--- src/rtl/uart_tx_fifo_serializer_if.sv ---
// TX FIFO / baud / UART line bundle for the serializer.
// master = environment (FIFO, baud generator, config), slave = serializer.
interface uart_tx_fifo_serializer_if;
    logic       baud_en;
    logic       bit8;
    logic       parity_en;
    logic       odd_n_even;
    logic       fifo_empty;
    logic [7:0] fifo_data;
    logic       fifo_read_n;
    logic       tx;
    logic       tx_busy;

    modport master (
        output baud_en, bit8, parity_en, odd_n_even, fifo_empty, fifo_data,
        input  fifo_read_n, tx, tx_busy
    );

    modport slave (
        input  baud_en, bit8, parity_en, odd_n_even, fifo_empty, fifo_data,
        output fifo_read_n, tx, tx_busy
    );
endinterface

--- src/rtl/uart_tx_fifo_serializer.sv ---
// UART transmit serializer: pops bytes from the TX FIFO and shifts them out as
// start / 7-8 data (LSB first) / optional parity / stop frames. A byte is
// prefetched during the stop bit so consecutive frames run with no idle gap.
module uart_tx_fifo_serializer #(
    parameter int OVERSAMPLE = 16
) (
    input  logic                            clock,
    input  logic                            reset_n,
    uart_tx_fifo_serializer_if.slave        bus
);
    localparam logic [3:0] TICK_LAST = 4'(OVERSAMPLE - 1);
    // One tick before the end of the stop bit: reloading here lets the next
    // start bit begin exactly on the stop bit's final boundary.
    localparam logic [3:0] TICK_PRE  = 4'(OVERSAMPLE - 2);

    typedef enum logic [2:0] {
        S_IDLE, S_POP, S_WAIT, S_START, S_DATA, S_PARITY, S_STOP
    } state_t;

    state_t     state_q;
    logic [3:0] tick_q;
    logic [2:0] bit_q;
    logic [7:0] shift_q;
    logic       par_q;
    logic       bit8_q;
    logic       par_en_q;
    logic       start_on_q;
    logic       tx_q;
    logic       read_n_q;
    logic       pend1_q;
    logic       pend2_q;
    logic [7:0] hold_q;
    logic       hold_vld_q;

    logic       pop_inflight;
    logic       stop_last;
    logic       stop_early;
    logic       load_now;
    logic       issue_pop;
    logic [7:0] load_data;
    logic [2:0] last_bit;

    function automatic logic frame_parity(input logic [7:0] d, input logic b8,
                                          input logic odd);
        return (^(d & {b8, 7'h7f})) ^ odd;
    endfunction

    // Read strobe still low or FIFO data still travelling through its pipeline.
    assign pop_inflight = ~read_n_q | pend1_q | pend2_q;
    assign stop_last    = (state_q == S_STOP) && bus.baud_en && (tick_q == TICK_LAST);
    assign stop_early   = (state_q == S_STOP) && bus.baud_en && (tick_q == TICK_PRE);
    // A byte is ready either in the holding register or on fifo_data this cycle.
    assign load_now     = ((state_q == S_WAIT) && pend2_q) ||
                          ((stop_early || stop_last) && (hold_vld_q || pend2_q));
    assign load_data    = hold_vld_q ? hold_q : bus.fifo_data;
    // Never pop an empty FIFO, never stack a second pop on an outstanding one,
    // and never prefetch on the edge that leaves STOP.
    assign issue_pop    = ~bus.fifo_empty && ~pop_inflight && ~hold_vld_q &&
                          ((state_q == S_IDLE) || ((state_q == S_STOP) && ~stop_last));
    assign last_bit     = bit8_q ? 3'd7 : 3'd6;

    assign bus.tx          = tx_q;
    assign bus.fifo_read_n = read_n_q;
    assign bus.tx_busy     = (state_q != S_IDLE) | pop_inflight | hold_vld_q;

    // Frame FSM, pop pipeline, prefetch holding register and line driver.
    always_ff @(posedge clock or negedge reset_n) begin
        if (!reset_n) begin
            state_q    <= S_IDLE;
            tick_q     <= '0;
            bit_q      <= '0;
            shift_q    <= '0;
            par_q      <= 1'b0;
            bit8_q     <= 1'b1;
            par_en_q   <= 1'b0;
            start_on_q <= 1'b0;
            tx_q       <= 1'b1;
            read_n_q   <= 1'b1;
            pend1_q    <= 1'b0;
            pend2_q    <= 1'b0;
            hold_q     <= '0;
            hold_vld_q <= 1'b0;
        end else begin
            read_n_q <= ~issue_pop;
            pend1_q  <= ~read_n_q;
            pend2_q  <= pend1_q;

            if (pend2_q && !load_now) begin
                hold_q     <= bus.fifo_data;
                hold_vld_q <= 1'b1;
            end else if (load_now) begin
                hold_vld_q <= 1'b0;
            end

            if (load_now) begin
                // Frame format is frozen here; later config changes wait for the next byte.
                shift_q    <= load_data;
                bit8_q     <= bus.bit8;
                par_en_q   <= bus.parity_en;
                par_q      <= frame_parity(load_data, bus.bit8, bus.odd_n_even);
                tick_q     <= '0;
                bit_q      <= '0;
                start_on_q <= 1'b0;
                state_q    <= S_START;
            end else begin
                case (state_q)
                    S_IDLE: begin
                        tx_q <= 1'b1;
                        if (issue_pop) state_q <= S_POP;
                    end
                    S_POP: state_q <= S_WAIT;
                    S_WAIT: ;
                    S_START: begin
                        if (bus.baud_en) begin
                            if (!start_on_q) begin
                                // The load-edge tick is not counted; the bit starts here.
                                tx_q       <= 1'b0;
                                start_on_q <= 1'b1;
                            end else if (tick_q == TICK_LAST) begin
                                tick_q  <= '0;
                                tx_q    <= shift_q[0];
                                shift_q <= shift_q >> 1;
                                state_q <= S_DATA;
                            end else begin
                                tick_q <= tick_q + 4'd1;
                            end
                        end
                    end
                    S_DATA: begin
                        if (bus.baud_en) begin
                            if (tick_q == TICK_LAST) begin
                                tick_q <= '0;
                                if (bit_q == last_bit) begin
                                    tx_q    <= par_en_q ? par_q : 1'b1;
                                    state_q <= par_en_q ? S_PARITY : S_STOP;
                                end else begin
                                    tx_q    <= shift_q[0];
                                    shift_q <= shift_q >> 1;
                                    bit_q   <= bit_q + 3'd1;
                                end
                            end else begin
                                tick_q <= tick_q + 4'd1;
                            end
                        end
                    end
                    S_PARITY: begin
                        if (bus.baud_en) begin
                            if (tick_q == TICK_LAST) begin
                                tick_q  <= '0;
                                tx_q    <= 1'b1;
                                state_q <= S_STOP;
                            end else begin
                                tick_q <= tick_q + 4'd1;
                            end
                        end
                    end
                    S_STOP: begin
                        if (bus.baud_en) begin
                            if (tick_q == TICK_LAST) begin
                                tick_q  <= '0;
                                state_q <= pop_inflight ? S_WAIT : S_IDLE;
                            end else begin
                                tick_q <= tick_q + 4'd1;
                            end
                        end
                    end
                    default: state_q <= S_IDLE;
                endcase
            end
        end
    end
endmodule

--- src/flat_wrapper.sv ---
// flat-port wrapper written by rule: the top's interface ports become plain ports
module uart_tx_fifo_serializer_flat 
#(
    parameter int OVERSAMPLE = 16
)
  (clock, reset_n, bus_baud_en, bus_bit8, bus_parity_en, bus_odd_n_even, bus_fifo_empty, bus_fifo_data, bus_fifo_read_n, bus_tx, bus_tx_busy);
  uart_tx_fifo_serializer_if bus_i ();
  input  logic clock;
  input  logic reset_n;
  input wire logic [$bits(bus_i.baud_en)-1:0] bus_baud_en;
  input wire logic [$bits(bus_i.bit8)-1:0] bus_bit8;
  input wire logic [$bits(bus_i.parity_en)-1:0] bus_parity_en;
  input wire logic [$bits(bus_i.odd_n_even)-1:0] bus_odd_n_even;
  input wire logic [$bits(bus_i.fifo_empty)-1:0] bus_fifo_empty;
  input wire logic [$bits(bus_i.fifo_data)-1:0] bus_fifo_data;
  output wire logic [$bits(bus_i.fifo_read_n)-1:0] bus_fifo_read_n;
  output wire logic [$bits(bus_i.tx)-1:0] bus_tx;
  output wire logic [$bits(bus_i.tx_busy)-1:0] bus_tx_busy;
  assign bus_i.baud_en = bus_baud_en;
  assign bus_i.bit8 = bus_bit8;
  assign bus_i.parity_en = bus_parity_en;
  assign bus_i.odd_n_even = bus_odd_n_even;
  assign bus_i.fifo_empty = bus_fifo_empty;
  assign bus_i.fifo_data = bus_fifo_data;
  assign bus_fifo_read_n = bus_i.fifo_read_n;
  assign bus_tx = bus_i.tx;
  assign bus_tx_busy = bus_i.tx_busy;
  uart_tx_fifo_serializer #(.OVERSAMPLE(OVERSAMPLE)) u_core (.clock(clock), .reset_n(reset_n), .bus(bus_i));
endmodule
--- config.mk ---
export PLATFORM = sky130hd
export DESIGN_NAME = uart_tx_fifo_serializer_flat
export DESIGN_NICKNAME = d
export VERILOG_FILES = /design/src/rtl/uart_tx_fifo_serializer_if.sv /design/src/rtl/uart_tx_fifo_serializer.sv /design/src/flat_wrapper.sv
export SDC_FILE = /design/constraint.sdc
export NUM_CORES = 1
export LEC_CHECK = 0
export ABC_AREA = 1
export BUFFER_PORTS_ARGS = -buffer_cell sky130_fd_sc_hd__buf_2
export CAP_MARGIN = 0
export CORE_MARGIN = 1
export CORE_UTILIZATION = 59
export CTS_BUF_LIST = sky130_fd_sc_hd__clkbuf_8 sky130_fd_sc_hd__clkbuf_16
export DETAILED_ROUTE_END_ITERATION = 10
export PLACE_DENSITY = 0.75
export SKIP_CTS_REPAIR_TIMING = 1
export SLEW_MARGIN = 20
export SYNTH_ARGS = -nofsm -noshare
export SYNTH_HDL_FRONTEND = slang
export SYNTH_SLANG_ARGS = --single-unit
--- constraint.sdc ---
create_clock -name clock -period 1.7 [get_ports clock]
set_input_delay 0.425 -clock clock [delete_from_list [all_inputs] [get_ports clock]]
set_output_delay 0.425 -clock clock [all_outputs]
set_load 0.01 [all_outputs]
==> results.md <==
- R2r setup slk: 70 ps
- Gate Count Post-Synth: around 310
- Multi-input logic area: ~1100 um^2
- Clock transition at the registers of the reported paths: approximately 80 ps
- Placed cell count: between 300 and 400
- HP Class: in2async
- First-pass DRT Iterations: 5
- Final Core Density: about three quarters
- CP Capture Type: primary output
- Leak pwr: between 0.001 and 0.0015 uW
- I/O pins: 18
- Sw frac: 41.8%
- Internal: about 2500 uW
- CTS Buf Count: 5
- CTS tree: built
- CTS sink cnt: 35
- Final setup vio count: 0
- Clk network pwr share: 18.6%
- Syn Std Cell Area: approximately 2200 um^2
- Cell Rows: 21
- Total global-route track usage: approximately 27%
- Ant. Diodes: 0
- Final nets: ~370
- Final TNS setup: 0 ps
- DRC Markers: 0
- Design Power: roughly 4300 uW
- Post-layout minimum cycle time: roughly 1700 ps
- Cells on worst reg2reg path: 8
- Crit Path Max Fanout: 3
- DP HPWL: between 3000 and 4000 um
- Core box area: around 3400 um^2
- Area growth from synthesis to layout: 19.6%
- Die Footprint: slightly below 4000 um^2
- Initial Util: 63.2%
- Die boundary width: 62.7 um
- Combinational group share of total power: between 40% and 50%
- Worst flop-to-flop path startpoint: u_core.state_q[2]$_DFFE_PN0P_
- Finished Cell Area: approximately 2600 um^2
- Power density cells: ~1600 nW/um^2
- Seq/Total Area, Yosys: roughly two fifths
- Reg-to-reg endpoint: u_core.shift_q[0]$_DFFE_PN0P_
- Area fraction of the dominant cell type after synthesis: approximately 37%
- Post-synth ARST share: 100%
- Synthesized area per cell: between 7 and 8 um^2
- Fin crit share: 97.9%
- Final Hold Viols: 0
- Clock Skew: between 6 and 7 ps
- Crit start category: register
- Placed cell area: 2340 um^2
- Fin. max-slew vios: 0
- Leading area contributor after synthesis: dfrtp_1
- Worst EP arrival: roughly 1200 ps
- Switching power: 1780 uW
- Total gr overflow: 0
- Drt wl/cell: 12.2 um
- Area contributors post-synth: dfrtp_1, nand2_1, nand3_1, inv_1, nor2_1
- Placer Congestion: 0.884
- DR vias: between 1500 and 2000
- H-tree depth: 2
- Worst path required time: ~1300 ps
- Max_slew headroom: between 70% and 80%
- Worst VDD drop: 0.000934 V
- Share of cells above drive strength 1: a little under a quarter
- Outcome: completed
- Main synth FF type: dfrtp_1
- Die H: 62.7 um
- Routed Antenna Nets: 0
- DR vias/cell: ~5.1
- Final WL: roughly 4800 um
- Worst-skew pair later-pin latency: 290 ps
- Fill cell count: 260
- Largest net degree at the start of global routing: 36
- Worst slew pin tran: between 400 and 500 ps
- #FFs+latches synth: 35
- Storage element area: between 800 and 900 um^2
- Finished Layout Cells: ~390
- Top-count cell post-synth: nand2_1
- Post-synth EDFFs: 0
- 1st-iter DRT viols: 133
- Initial antenna violation count: 0
- RSZ-0062 raised after global routing: true
- Syn Nets: 329
- Max_cap viols: 0
- Sequential Power Share: between 30% and 40%
- First-pass GRT wire length: ~8300 um
- Number of global-route vias before repair: ~1900
- Fmax: 601 MHz
- Clock Path Buffers: 2
- Clock root cell: clkbuf_8
- Critical path class: reg2out
- Ys Warns: 0
- Top cells by count, synth: nand2_1, inv_1, nand3_1
- Synth unique cells: 30
- Port buffer count: 17
-- flip-flops by register name (all words and copies together) (netlist names), 3 cells and up --
signal,cells
u_core.tick_q,4
u_core.bit_q,3
u_core.hold_q,8
u_core.shift_q,8
u_core.state_q,3
-- worst max-delay path, cell delays in order (launching register included) --
cell and delay [ps]:
dfrtp_1 400, inv_2 80, nand2_4 60, nor3_4 180, nand2_1 80, buf_2 140
-- routing by layer --
metal	share of wire [%]	up-vias	GRT usage (%)
li1	-	1051	-
met1	44	890	32.5
met2	49	44	47.3
met3	3.4	12	5.11
met4	2.9	0	13.4
met5	0	-	0
-- cells in the final DEF (no fill, tap or decap) --
cell | netlist | routed
nand2_1 | 117 | 113
nand2_2 | 4 | 7
nor3_4 | 0 | 1
buf_6 | 2 | 1
bufinv_16 | 0 | 1
nand3_1 | 35 | 35
clkinv_8 | 0 | 1
o2111ai_4 | 1 | 1
dfrtp_2 | 0 | 5
or2_2 | 1 | 1
o21ai_1 | 6 | 6
o21ai_2 | 2 | 2
inv_2 | 1 | 4
o31ai_1 | 1 | 1
buf_2 | 3 | 17
o211ai_1 | 1 | 1
nor3_2 | 2 | 2
o21a_1 | 1 | 1
nor2_2 | 2 | 2
nand3_4 | 0 | 1
a21oi_1 | 5 | 5
o21ai_0 | 15 | 15
nand2_4 | 2 | 3
ha_1 | 3 | 2
nand4_1 | 4 | 4
clkinv_2 | 0 | 1
xor2_1 | 1 | 1
buf_4 | 1 | 18
nor2_4 | 0 | 3
clkbuf_8 | 0 | 6
ha_4 | 0 | 1
nor2_1 | 22 | 19
inv_1 | 39 | 36
dfrtp_1 | 32 | 27
nand3_2 | 2 | 1
dfstp_2 | 3 | 3
-- through the flow --
stage,setup slack [ps],hold slack (ps)
after global placement,71.4,429
after CTS,-185,169
after detailed placement,49.9,430
after global routing,-35.4,199
final,35.4,149
after floorplan,114,129
-- cell type report --
class,count,share of cell area (%)
multi-input cells,228,44.0
flip-flops and latches,35,34.0
repair buffers,36,8.89
inverters,41,6.39
clock buffers,6,3.17
well taps,46,2.21
clock inverters,2,1.35
-- worst max-delay path by stage --
| stage | from | to | slack, ps |
|---|---|---|---|
| global route | u_core.state_q[1]$_DFFE_PN0P_ | bus_tx_busy | -40 |
| global placement | u_core.tick_q[0]$_DFFE_PN0P_ | u_core.bit_q[0]$_DFFE_PN0P_ | 70 |
| floorplan | u_core.tick_q[0]$_DFFE_PN0P_ | u_core.hold_q[6]$_DFFE_PN0P_ | 110 |
| CTS | u_core.bus.fifo_read_n$_DFF_PN1_ | bus_tx_busy | -180 |
| detailed placement | u_core.tick_q[0]$_DFFE_PN0P_ | u_core.state_q[1]$_DFFE_PN0P_ | 50 |
| finish | u_core.pend2_q$_DFF_PN0_ | bus_tx_busy | 40 |
-- power groups by stage --
stage	Combinational (uW)	Sequential, uW	Clock [uW]
after floorplan	1390	1410	0
after global placement	1710	1440	0
after detailed placement	1770	1440	0
after CTS	1780	1440	805
after global routing	2350	1510	840
final	1990	1470	790
-- cells by family after synthesis --
logic type               Yosys count  synth area share (%)
AO/OA/AOI/OAI                     32                  9.02
adder cells (fa/ha/maj)            3                  1.72
AND/OR/NAND/NOR                  192                  38.3
XOR/XNOR                           1                 0.402
flip-flops                        35                  40.4
buffers and inverters             48                  10.2
No activity file was read; power rests on OpenSTA's default activity.
